### config.mk
export PLATFORM = sky130hd
export DESIGN_NAME = alu_mul_seq
export DESIGN_NICKNAME = d
export VERILOG_FILES = /design/src/rtl/alu_mul_seq.sv
export SDC_FILE = /design/constraint.sdc
export NUM_CORES = 1
export LEC_CHECK = 0
export ABC_CLOCK_PERIOD_IN_PS = 1600
export CAP_MARGIN = 40
export CORE_ASPECT_RATIO = 1.1
export CORE_UTILIZATION = 40
export CTS_BUF_LIST = sky130_fd_sc_hd__clkbuf_4 sky130_fd_sc_hd__clkbuf_8 sky130_fd_sc_hd__clkbuf_16
export CTS_CLUSTER_SIZE = 24
export DETAILED_ROUTE_END_ITERATION = 7
export PLACE_DENSITY = 0.79
export SETUP_SLACK_MARGIN = 0.15
export SLEW_MARGIN = 40
export SYNTH_ARGS = -nofsm -noshare
export SYNTH_HDL_FRONTEND = slang
export SYNTH_SLANG_ARGS = --single-unit
### constraint.sdc
create_clock -name i_clk -period 1.6 [get_ports i_clk]
set_input_delay 0.48 -clock i_clk [delete_from_list [all_inputs] [get_ports i_clk]]
set_output_delay 0.48 -clock i_clk [all_outputs]
set_load 0.02 [all_outputs]
### src/rtl/alu_mul_seq.sv
// Sequential unsigned shift-and-add multiplier.
// Borrows the CPU adder: one add per clock, W iterations per product.
module alu_mul_seq #(
  parameter int DATA_WIDTH = 8
) (
  input  logic                      i_clk,
  input  logic                      i_reset,
  input  logic                      i_start,
  input  logic [DATA_WIDTH-1:0]     i_op_a,
  input  logic [DATA_WIDTH-1:0]     i_op_b,
  output logic                      o_busy,
  output logic                      o_done,
  output logic [2*DATA_WIDTH-1:0]   o_product,
  output logic                      o_high_nz,
  output logic [DATA_WIDTH-1:0]     o_adder_a,
  output logic [DATA_WIDTH-1:0]     o_adder_b,
  output logic                      o_adder_carry,
  output logic                      o_adder_neg_b,
  input  logic [DATA_WIDTH-1:0]     i_adder_result,
  input  logic                      i_adder_carry
);

  localparam int W  = DATA_WIDTH;
  localparam int CW = $clog2(W) + 1;
  localparam logic [CW-1:0] LAST = CW'(W - 1);

  typedef enum logic [1:0] {
    S_IDLE,
    S_RUN,
    S_DONE
  } state_t;

  state_t        state;
  logic [W-1:0]  m;
  logic [W-1:0]  p;
  logic [W-1:0]  q;
  logic [CW-1:0] cnt;
  logic          run;

  assign run = (state == S_RUN);

  // Control FSM and datapath: each RUN cycle folds in one multiplier bit
  // and shifts {carry, sum, Q} right, so the carry-out is never lost.
  always_ff @(posedge i_clk) begin
    if (i_reset) begin
      state <= S_IDLE;
      m     <= '0;
      p     <= '0;
      q     <= '0;
      cnt   <= '0;
    end else begin
      unique case (state)
        S_IDLE, S_DONE: begin
          if (i_start) begin
            m     <= i_op_a;
            q     <= i_op_b;
            p     <= '0;
            cnt   <= '0;
            state <= S_RUN;
          end else begin
            state <= S_IDLE;
          end
        end
        S_RUN: begin
          p   <= {i_adder_carry, i_adder_result[W-1:1]};
          q   <= {i_adder_result[0], q[W-1:1]};
          cnt <= cnt + CW'(1);
          if (cnt == LAST) begin
            state <= S_DONE;
          end
        end
        default: state <= S_IDLE;
      endcase
    end
  end

  // Adder operands: partial high half plus the multiplicand when the
  // current multiplier bit is set; quiet outside RUN.
  always_comb begin
    o_adder_a = '0;
    o_adder_b = '0;
    if (run) begin
      o_adder_a = p;
      o_adder_b = q[0] ? m : '0;
    end
  end

  assign o_adder_carry = 1'b0;
  assign o_adder_neg_b = 1'b0;

  assign o_busy    = run;
  assign o_done    = (state == S_DONE);
  assign o_product = {p, q};
  assign o_high_nz = |p;

endmodule

Yosys cells after proc, flatten, opt, wreduce, memory -nomap -nowiden:

Index checks and enable logic that the tools add are counted.

* memory bits (writable): 0
* word-level logic and storage cells: 29
* memories: 0
* bits in registers: 30
* input bits: 28
* bits in latches: 0
* output and inout port bits: 37
* memory bits (read-only): 0

* reduce and logical (&&, ||, !) cells: 6
* multipliers: 0
* divide/modulo/power cells: 0
* multiplexer cells: 12
* bitwise operators: 0
* order comparisons: 0
* shift operators: 0
* $add $sub $neg: 1
* eq/ne operators: 5

Operators with widths (count)
* $mux W8: 5
* $pmux W8 S2: 2
* $pmux W4 S2: 1
* $reduce_or A8 Y1: 1
* $add A4 B1 Y4 const B: 1
* $eq A4 B3 Y1 const B: 1
* $mux W4: 1
* $pmux W2 S2: 1
* $reduce_and A2 Y1: 2
* $eq A2 B1 Y1 const B: 1
* $eq A2 B2 Y1 const B: 1
* $logic_not A2 Y1: 1
* $mux W2: 1
* $ne A2 B1 Y1 const B: 1
* $ne A2 B2 Y1 const B: 1
* $reduce_bool A2 Y1: 1
* $reduce_or A2 Y1: 1
* $mux W1: 1

Logic depth before layout (Yosys ltp):

Gate-level depths: netlist of the first run.

* depth in word-level cells: 4
* depth in mapped cells: 6
* mapped depth without buffers: 4

Worst setup path before layout of the first run:

OpenSTA, ideal clock, no wires.

* path kind: register -> output
* start point: register state[1]
* end point: output o_adder_a[0]
* required time: 1.120 ns
* path buffers: 1
* slack: -0.037 ns
* cell stages (with the launch flop): 5
* data arrival time: 1.157 ns
* cell sequence: dfxtp_1 > nand2b_1 > inv_2 > clkbuf_1 > and2_1

* cells in the longest elaborated chain, start to end: 2

RTL lines
* from (decl): RTL line 33 `state_t state;`
* from (signal assigned): RTL line 46 `state <= S_IDLE;`
* from (signal assigned): RTL line 59 `state <= S_RUN;`
* from (signal assigned): RTL line 61 `state <= S_IDLE;`
* $eq A2 B1 Y1: RTL line 40 `assign run = (state == S_RUN);`
* net o_busy: RTL line 11 `output logic o_busy,`
* $mux W8: RTL line 82 `if (run) begin`
* to (decl): RTL line 15 `output logic [DATA_WIDTH-1:0] o_adder_a,`

The timed path passes the listed nets, and every way through them passes these cells.

Worst setup path in the final report of the first run:

* start point: register state[1]
* end point: output o_adder_b[5]

* cells in the longest elaborated chain, start to end: 2

RTL lines
* $eq A2 B1 Y1: RTL line 40
* $mux W8: RTL line 82
* to (decl): RTL line 16 `output logic [DATA_WIDTH-1:0] o_adder_b,`

Every way passes these cells.

==> results.md, run 1 <==
- The run finished, with violations left.
- The final reports fail on design-rule violations, negative setup slack.
- The area share of the largest cell type after synthesis is 0.452.
- TritonCTS created 5 clock buffers.
- In the final layout, the share of cells above drive strength 1 is 0.447.
- The total power of the final layout is between 0.0015 and 0.002 W.
- Sorting the synthesized cells by area gives the leading types as dfxtp_1, a21oi_1, nand2_1.
- The number of setup violations in the final report is 19.
- Walking the worst path, the cells encountered are nand2b_4, inv_6, buf_12, and3_4, buf_6.
- The congestion estimate from routability-driven global placement came to 0.731.
- The sequential cell area fraction in the yosys report is 0.452.
- The power per cell area is approximately 760 nW/µm².
- After detailed routing, the number of remaining DRC violations is 10.
- The worst setup path is launched from a flop.
- After clock tree synthesis, the clock-pin slew on the worst setup and hold paths is approximately 0.090 ns.
- The initial DRC count is 62.
- The number of pins with negative max-slew slack in the final report is 0.
- The detailed-routing iteration count for the pre-antenna-repair pass is 8.
- Across every metal layer, demand over resource in global routing totals 0.241.
- After floorplanning, the core was divided into 21 placement rows.
- The boundary pin count is 65.
- On the critical path the largest part of the delay comes from flip-flops.
- For this design, the slowest cell found on the critical path is dfxtp_2.
- The biggest cell delay along the critical path is 0.33 ns.
- Data on the critical path arrives at its endpoint at 1.31 ns.
- After technology mapping, the gate count stands at 163.
- The startpoint identified for the worst register-to-register timing path is state[1].
- The highest clock rate is ~0.56 GHz.
- The total overflow left after global routing is 0.
- Measured along the y axis, the die boundary spans 62.5 µm.
- The sort of element at the end of the critical path is a primary output.
- The horizontal extent of the die is 57.0 µm.
- CTS built an H-tree with a depth of 2.
- The initial utilization of the core area, before any placement, comes to 0.429.
- The maximum number of buffers from clock root to sink is 2.
- Counting flops and latches in the post-synthesis netlist gives 30.
- Input and output buffers added on the ports amount to 62.
- The clock latency on the worst-skew pair is 0.33 ns.
- The worst min-delay path startpoint is m[7].
- Setup repair after global routing could not meet its margin everywhere.
- Summed over all failing endpoints, the final setup total negative slack is -2.71 ns.
- Yosys printed 0 warnings.
- The critical path start-end classification is reg -> out.
- The reported max-cap violation count is 0.
- The first global-routing pass estimated approximately 6.7 mm of wire.
- The repair_antennas step left the layout with diodes totalling 0.
- The distinct cell type count of the synthesized netlist is 29.
- Final hold analysis gives a worst-case slack of ~0.46 ns.
- Tracing the worst setup path back leads to its startpoint at state[1].
- The pin count of the biggest net entering global routing is 28.
- The required time at the worst-slack endpoint is ~1.1 ns.
- The number of placed instances, taps included is 261.
- The number of hold-repair buffers added at the cts stage is 0.
- The largest clock skew in the final design is approximately 0.010 ns.
- The number of non-filler instances in the completed layout is 278.
- The worst hold path belongs to the class reg -> reg.
- The die covers 3560 µm².
- The routed via count divided by cell count is around 5.4.
- Relative to the synthesized area, the layout overhead comes to 78.6%.
- The average wire length per cell after detail routing is approximately 15 µm.
- The total buffers and inverters traversed by the critical path is 3.
- Counting I/O delays and the setup requirement, the final critical path takes approximately 1.8 ns.
- The final hold violation count is 0.
- The number of antenna violations at the first check in global routing is 0.
- The final wirelength is slightly above 4 mm.
- The number of nets in the layout is approximately 270.
- The cell taking the most area after synthesis is dfxtp_1.
- Across the VDD grid, the largest voltage drop is roughly 0.56 mV.
- The antenna violation net count after detailed routing is 0.
- The cell area that synthesis handed to floorplanning was between 1000 and 1500 µm².
- In this run the clock root is driven by a clkbuf_4.
- The wire-length estimate of the detail-placed layout is approximately 2.6 mm.
- The period utilization is 1.12.
- The slack of the critical path is -0.187 ns.
- The floorplan core area is ~3100 µm².
- The average instance area after synthesis is between 8 and 9 µm².
- The number of global-route vias before repair came to between 1k and 1.5k.
- The maximum fanout encountered on the critical timing path is 8.
- Counting every sink on the clock net gives 30.
- The leakage power is a little over 1 nW.
- The final route contains 1513 vias.
- TritonCTS built the clock tree.
[metrics by stage]
stage          utilization  worst slack (ns)  instance area [µm²]
4_1_cts              0.714            -0.177                 2210
3_3_place_gp         0.668            -0.303                 2070
6_report             0.766            -0.187                 2370
2_1_floorplan            -             0.150                 1360
5_1_grt              0.766            -0.233                 2370
3_5_place_dp         0.668            -0.341                 2070
[registers in the layout, summed over array words and instances (netlist names)]
signal	flops
p	8
m	8
q	8
state	2
cnt	4
[metal layers]
layer / track usage / vias to the layer above / part of all wire
met3: 0.0600 / 11 / 0.060
met1: 0.269 / 717 / 0.37
met2: 0.432 / 64 / 0.55
li1: - / 721 / -
met4: 0.0884 / 0 / 0.021
met5: 0 / - / 0
[cell type report]
cell class / count / area [µm²]
Clock buffer: 7 / 58.8
Clock inverter: 1 / 5.00
Fill cell: 222 / 726
Inverter: 1 / 8.76
Multi-Input combinational cell: 117 / 761
Sequential cell: 30 / 619
Tap cell: 34 / 42.5
Timing Repair Buffer: 88 / 880
[synth_stat cells, drive strengths merged]
cell type,count
a211oi,1
a22oi,7
nand3b,1
inv,1
ha,1
nand4,1
nor4,2
conb,1
and3,8
nor2,3
nand3,17
and2b,1
mux2,2
nor3b,1
and2,8
nand2,29
dfxtp,30
clkbuf,3
buf,13
nor4b,1
nor2b,1
a21oi,27
a311oi,1
nand2b,3
[kinds of logic (layout without fill, tap and decap cells)]
kind of cell / after synthesis / count (layout) / synth area share
and+or+nand+nor: 76 / 76 / 0.286
AOI/OAI and AO/OA: 36 / 36 / 0.157
DFF: 30 / 30 / 0.452
buffers and inverters: 17 / 97 / 0.0734
muxes: 2 / 2 / 0.0198
adders and majority gates: 1 / 1 / 0.00941
other: 1 / 2 / 0.00282
[placed cells by master (no fill, tap or decap), types with 2 or more instances in the layout]
cell type        instances
a22oi_1                  3
buf_6                   35
and3_4                   6
nand2b_1                 2
a22oi_2                  4
mux2_4                   2
conb_1                   2
dfxtp_4                  2
clkbuf_4                 6
and2_4                   8
dfxtp_1                 19
buf_4                   13
nand3_1                 17
a21oi_1                 27
and3_1                   2
dfxtp_2                  9
buf_12                   2
clkdlybuf4s50_1         27
nand2_1                 28
nor2_1                   3
buf_2                   10
[worst reg2reg max path: cells and delay by family (launching register included)]
family / cells / cell delay (ns)
muxes: 1 / 0.31
DFF: 1 / 0.33
and+or+nand+nor: 2 / 0.27
buffers and inverters: 4 / 0.47
[report_power, final]
group	total, W	internal [W]	switching [W]
sequential	0.000830	0.000790	0.0000395
clock	0.000487	0.000229	0.000258
combinational	0.000480	0.000253	0.000226
[final timing paths]
check | slack (ns) | depth (start not counted) | end
worst max-delay path | -0.19 | 5 | o_adder_b[5]
worst min-delay path | 0.46 | 2 | m[7]
worst max register to register | 0.14 | 7 | cnt[3]
worst min register to register | 0.46 | 2 | m[7]
[what timing repair did]
item | 4_1_cts | 5_1_grt
pin swaps | 7 | 5
cloned | 1 | 0
buffers inserted | 4 | 4
resized for setup | 208 | 35
endpoints found under the setup margin | 44 | 28
endpoints found under the hold margin | 0 | 0
No activity file was read; power rests on OpenSTA's default activity.
==> run 2: changes to the inputs <==
ABC_AREA = 1   (was unset)
CORE_UTILIZATION = 41   (was 40)
==> run 2 against run 1 <==
The run ends with negative setup slack left. Register-to-register slack improved by 0.14 ns. Worst hold slack gained 0.035 ns. Clock power shrank 16%. Core utilization down 2.2 points. Sequential cell count is the same. Sequential power rose by 0.6%. First-iteration DRC count down 15%. Cell count increased by 26%. Worst setup slack improved by 0.098 ns. Clock skew is 0.0017 ns lower.
==> results.md, run 2 <==
- The run finished, with violations left.
- The checks that failed: negative setup slack.
- The boundary pin count is 65.
- The total standard cell area after synthesis is 1460 µm².
- Across the run, the number of max-cap violations was 0.
- The routed via count divided by cell count is 4.92.
- Clock skew on the completed layout was measured at 0.00838 ns.
- The last element of the critical path is o_adder_a[2].
- The part of the power in the clock network is 0.231.
- The region available for standard cell placement spans 3360 µm².
- The first global-routing pass estimated around 6.5 mm of wire.
- The final hold violation count is 0.
- The final weighted congestion of routability-driven global placement is ~0.76.
- TritonCTS built the clock tree.
- The largest family of logic cells by synthesized area is simple AND/OR/NAND/NOR gates.
- The initial DRC count is 53.
- The share of synthesized area in the top cell type comes to 0.412.
- Summed over all instances, the cell type with the most area after synthesis is dfxtp_1.
- For this design the ratio of total power to cell area is 705 nW/µm².
- On the critical path, the stage with the largest delay is an instance of dfxtp_2.
- The biggest cell delay along the critical path is ~0.33 ns.
- The distinct cell type count of the synthesized netlist is 21.
- The area enclosed by the die boundary is ~3800 µm².
- The clock drives 30 sinks.
- Counting buffers and inverters, the worst setup path is 5 cells deep.
- Cell internal power was estimated by the tool at between 0.001 and 0.0015 W.
- The floorplan die height is between 60 and 70 µm.
- The clock latency on the worst-skew pair is around 0.32 ns.
- The sort of element at the end of the critical path is a primary output.
- The leakage power is approximately 1.1 nW.
- The number of antenna violations at the first check in global routing was 0.
- OpenSTA, run right after detailed placement, puts the worst setup slack at -0.201 ns.
- 0 antenna diodes ended up in the layout.
- The commonest register cell after synthesis is dfxtp_1.
- Of the total synthesized cell area, the portion taken by AND, OR, NAND and NOR gates is 0.336.
- The number of flops mapped to enable cells by yosys is 0.
- In this run the worst hold path is classified as reg -> reg.
- The H-tree level count is 2.
- Of all flip-flops after synthesis, the portion carrying an async set or reset was 0.
- The largest registers in the layout are m (8), p (8), q (8).
- The global-route congestion overflow total is 0.
- The cell type group with the largest total delay on the critical path is buffers and inverters.
- The detailed-routing iteration count for the pre-antenna-repair pass is 4.
- For met1 alone, demand over resource in global routing was 0.249.
- The minimum period implied by the final worst setup slack is between 1.5 and 2 ns.
- After synthesis, the most frequently instantiated cells are nor2_1, nand2_1, nand3_1.
- The number of port buffers is between 60 and 70.
- Of the total synthesized cell area, the portion taken by XOR and XNOR cells is 0.
- Clock-pin slew was measured on the worst setup and hold paths at ~0.09 ns.
- The dominant cell by count in the synthesized netlist is nor2_1.
- The critical path start-end classification is reg -> out.
- For this run, the number of Yosys warnings is 0.
- The number of setup violations in the final report is 17.
- The post-synthesis cell count is roughly 210.
- The total buffers and inverters traversed by the critical path is 3.
- For this run, global-route usage on met3 was measured as 0.0719.
- Of the total power, the share spent switching nets is 0.313.
- The site row count is 22.
- The switching power summed over all nets is between 0.0005 and 0.0006 W.
- The worst-case IR drop observed on VDD is about 0.45 mV.
- A synthesized cell averages about 6.8 µm².
- Relative to the synthesized area, the layout overhead comes to 71.5%.
- Of the available clock period, the critical path in the final layout requires 1.06.
- Clock tree synthesis selected as its root buffer the cell clkbuf_4.
- The most critical setup path has its startpoint at state[1].
- The final wirelength is 4.28 mm.
- The number of pins with negative max-slew slack in the final report is 0.
- The accumulated negative setup slack is -1.15 ns.
- The worst setup slack for register-to-register paths is 0.28 ns.
- The met2 track utilization from global routing is 0.388.
- Setup repair after global routing could not meet its margin everywhere.
- The overall global routing resource usage is 0.222.
- In this run the worst path has a maximum fanout of 9.
- Yosys attributes the largest share of cell area to dfxtp_1, nand3_1, nor2_1.
- Power comes to approximately 0.0018 W.
- The clock buffer count from CTS is 5.
- The horizontal extent of the die is around 60 µm.
- Hold timing on the final database bottoms out at a slack of 0.494 ns.
- The flip-flop and latch count after synthesis is 30.
- Of the total synthesized cell area, the portion taken by full adders, half adders and majority gates is 0.00858.
- The number of global-route vias before repair is approximately 1.5k.
- Of the post-synthesis cell area, the part taken by muxes is 0.
- The detailed placement HPWL is ~2.9 mm.
- The number of nets in the layout is approximately 330.
- The number of cells traversed by the worst register-to-register path is 9.
- Static timing analysis puts the maximum clock frequency at about 0.6 GHz.
- In this run the most used layer during global routing was met2.
- At the worst endpoint, the required time is approximately 1.1 ns.
- Traced cell by cell, the critical path runs through inv_2, nand2_4, buf_12, nor2_2, buf_4.
- Once layout is complete, the utilization of the core stands at 0.744.
- In this run the critical register-to-register path is launched from state[1].
- In the post-route analysis, the smallest setup slack over all paths is -0.0892 ns.
- The initial core utilization is 0.434.
- The ratio of cells with drive above 1 in the final layout is 0.394.
- For the worst setup path, the data arrival time is approximately 1.2 ns.
- Leaving out fill and tap cells, the most frequent cell in the layout is nand3_1.
- The top cell types in the final layout, fill and taps aside, are nand3_1, nand2_1, buf_4, clkdlybuf4s50_1, buf_6.
- The area fraction in compound gates after synthesis came to 0.103.
- For this run, the register share of the synthesized area comes to 0.412.
- After detailed routing, the number of remaining DRC violations is 0.
- The power share of the sequential group is 0.474.
- The logic gate share of total power is 0.295.
- The total number of vias is around 1.7k.
- The maximum number of buffers from clock root to sink is 2.
- The endpoint identified for the worst register-to-register timing path is cnt[3].
- The average wire length per cell after detail routing is 12.2 µm.
- The worst setup path is launched from a flop.
- Once detail routing completed, the nets flagged for antenna violations numbered 0.
- The pin count of the biggest net entering global routing is 21.
## run 2: changes by cell type after synthesis, sizes merged, moves of 2 or more
cell | before | now
and3 | 8 | 0
nand2b | 3 | 0
nand2 | 29 | 36
a22oi | 7 | 0
a21oi | 27 | 11
nor2 | 3 | 38
and2 | 8 | 0
o21ai | 0 | 19
nor4 | 2 | 0
mux2 | 2 | 0
nand3 | 17 | 34
inv | 1 | 23
## run 2: power groups by stage
stage	Clock [W]	Combinational [W]	Sequential, W
floorplan	0	0.000226	0.000871
global placement	0	0.000473	0.000845
detailed placement	0	0.000482	0.000847
CTS	0.000417	0.000474	0.000833
global route	0.000458	0.000561	0.000842
finish	0.000408	0.000521	0.000835
## run 2: worst min-delay path by stage
stage            from      to  slack (ns)  depth (start not counted)
6_report         m[5]    m[5]        0.49                          2
5_1_grt          m[5]    m[5]        0.52                          2
4_1_cts          m[3]    m[3]        0.49                          2
3_5_place_dp     m[6]    m[6]        0.47                          2
3_3_place_gp   cnt[0]  cnt[0]        0.46                          1
2_1_floorplan  cnt[0]  cnt[0]        0.45                          1
## run 2: worst reg2reg max path, stage by stage, from the launching register on
cell and delay (ns):
dfxtp_2 0.33, inv_2 0.08, nand2_4 0.09, buf_6 0.14, buf_4 0.14, buf_4 0.14, nor2_1 0.15, nand2_1 0.07
nand2_1 0.06, nor2_1 0.04
## run 2: cell type report
| type | instances | area [µm²] |
|---|---|---|
| Multi-Input combinational cell | 145 | 772 |
| Clock buffer | 5 | 37.5 |
| Clock inverter | 2 | 10.0 |
| Fill cell | 268 | 858 |
| Timing Repair Buffer | 97 | 913 |
| Tap cell | 48 | 60.1 |
| Sequential cell | 30 | 616 |
| Inverter | 23 | 91.3 |
## run 2: routing by layer
| layer | vias to the layer above | wire, µm |
|---|---|---|
| li1 | 851 | - |
| met1 | 785 | 1800 |
| met2 | 77 | 2120 |
| met3 | 8 | 294 |
| met4 | 0 | 66 |
| met5 | - | 0 |
## run 2: repair_timing
item                       CTS  global route
setup endpoints to repair   35            25
gates cloned                 0             2
pin swaps                    2             3
hold buffers                 0             0
buffers inserted             0             1
gates resized for setup    188            31
## run 2: logic make-up (layout without fill, tap and decap cells)
group,Yosys count,in the layout
and+or+nand+nor,112,112
adders and majority gates,1,1
DFF,30,30
buffers and inverters,39,127
AOI/OAI and AO/OA,30,30
other,1,2
## run 2: metrics by stage
stage | cell area, µm² | cells
after global placement | 2350 | 340
after detailed placement | 2350 | 340
after global routing | 2500 | 350
after CTS | 2350 | 347
after floorplan | 1510 | 214
final | 2500 | 350
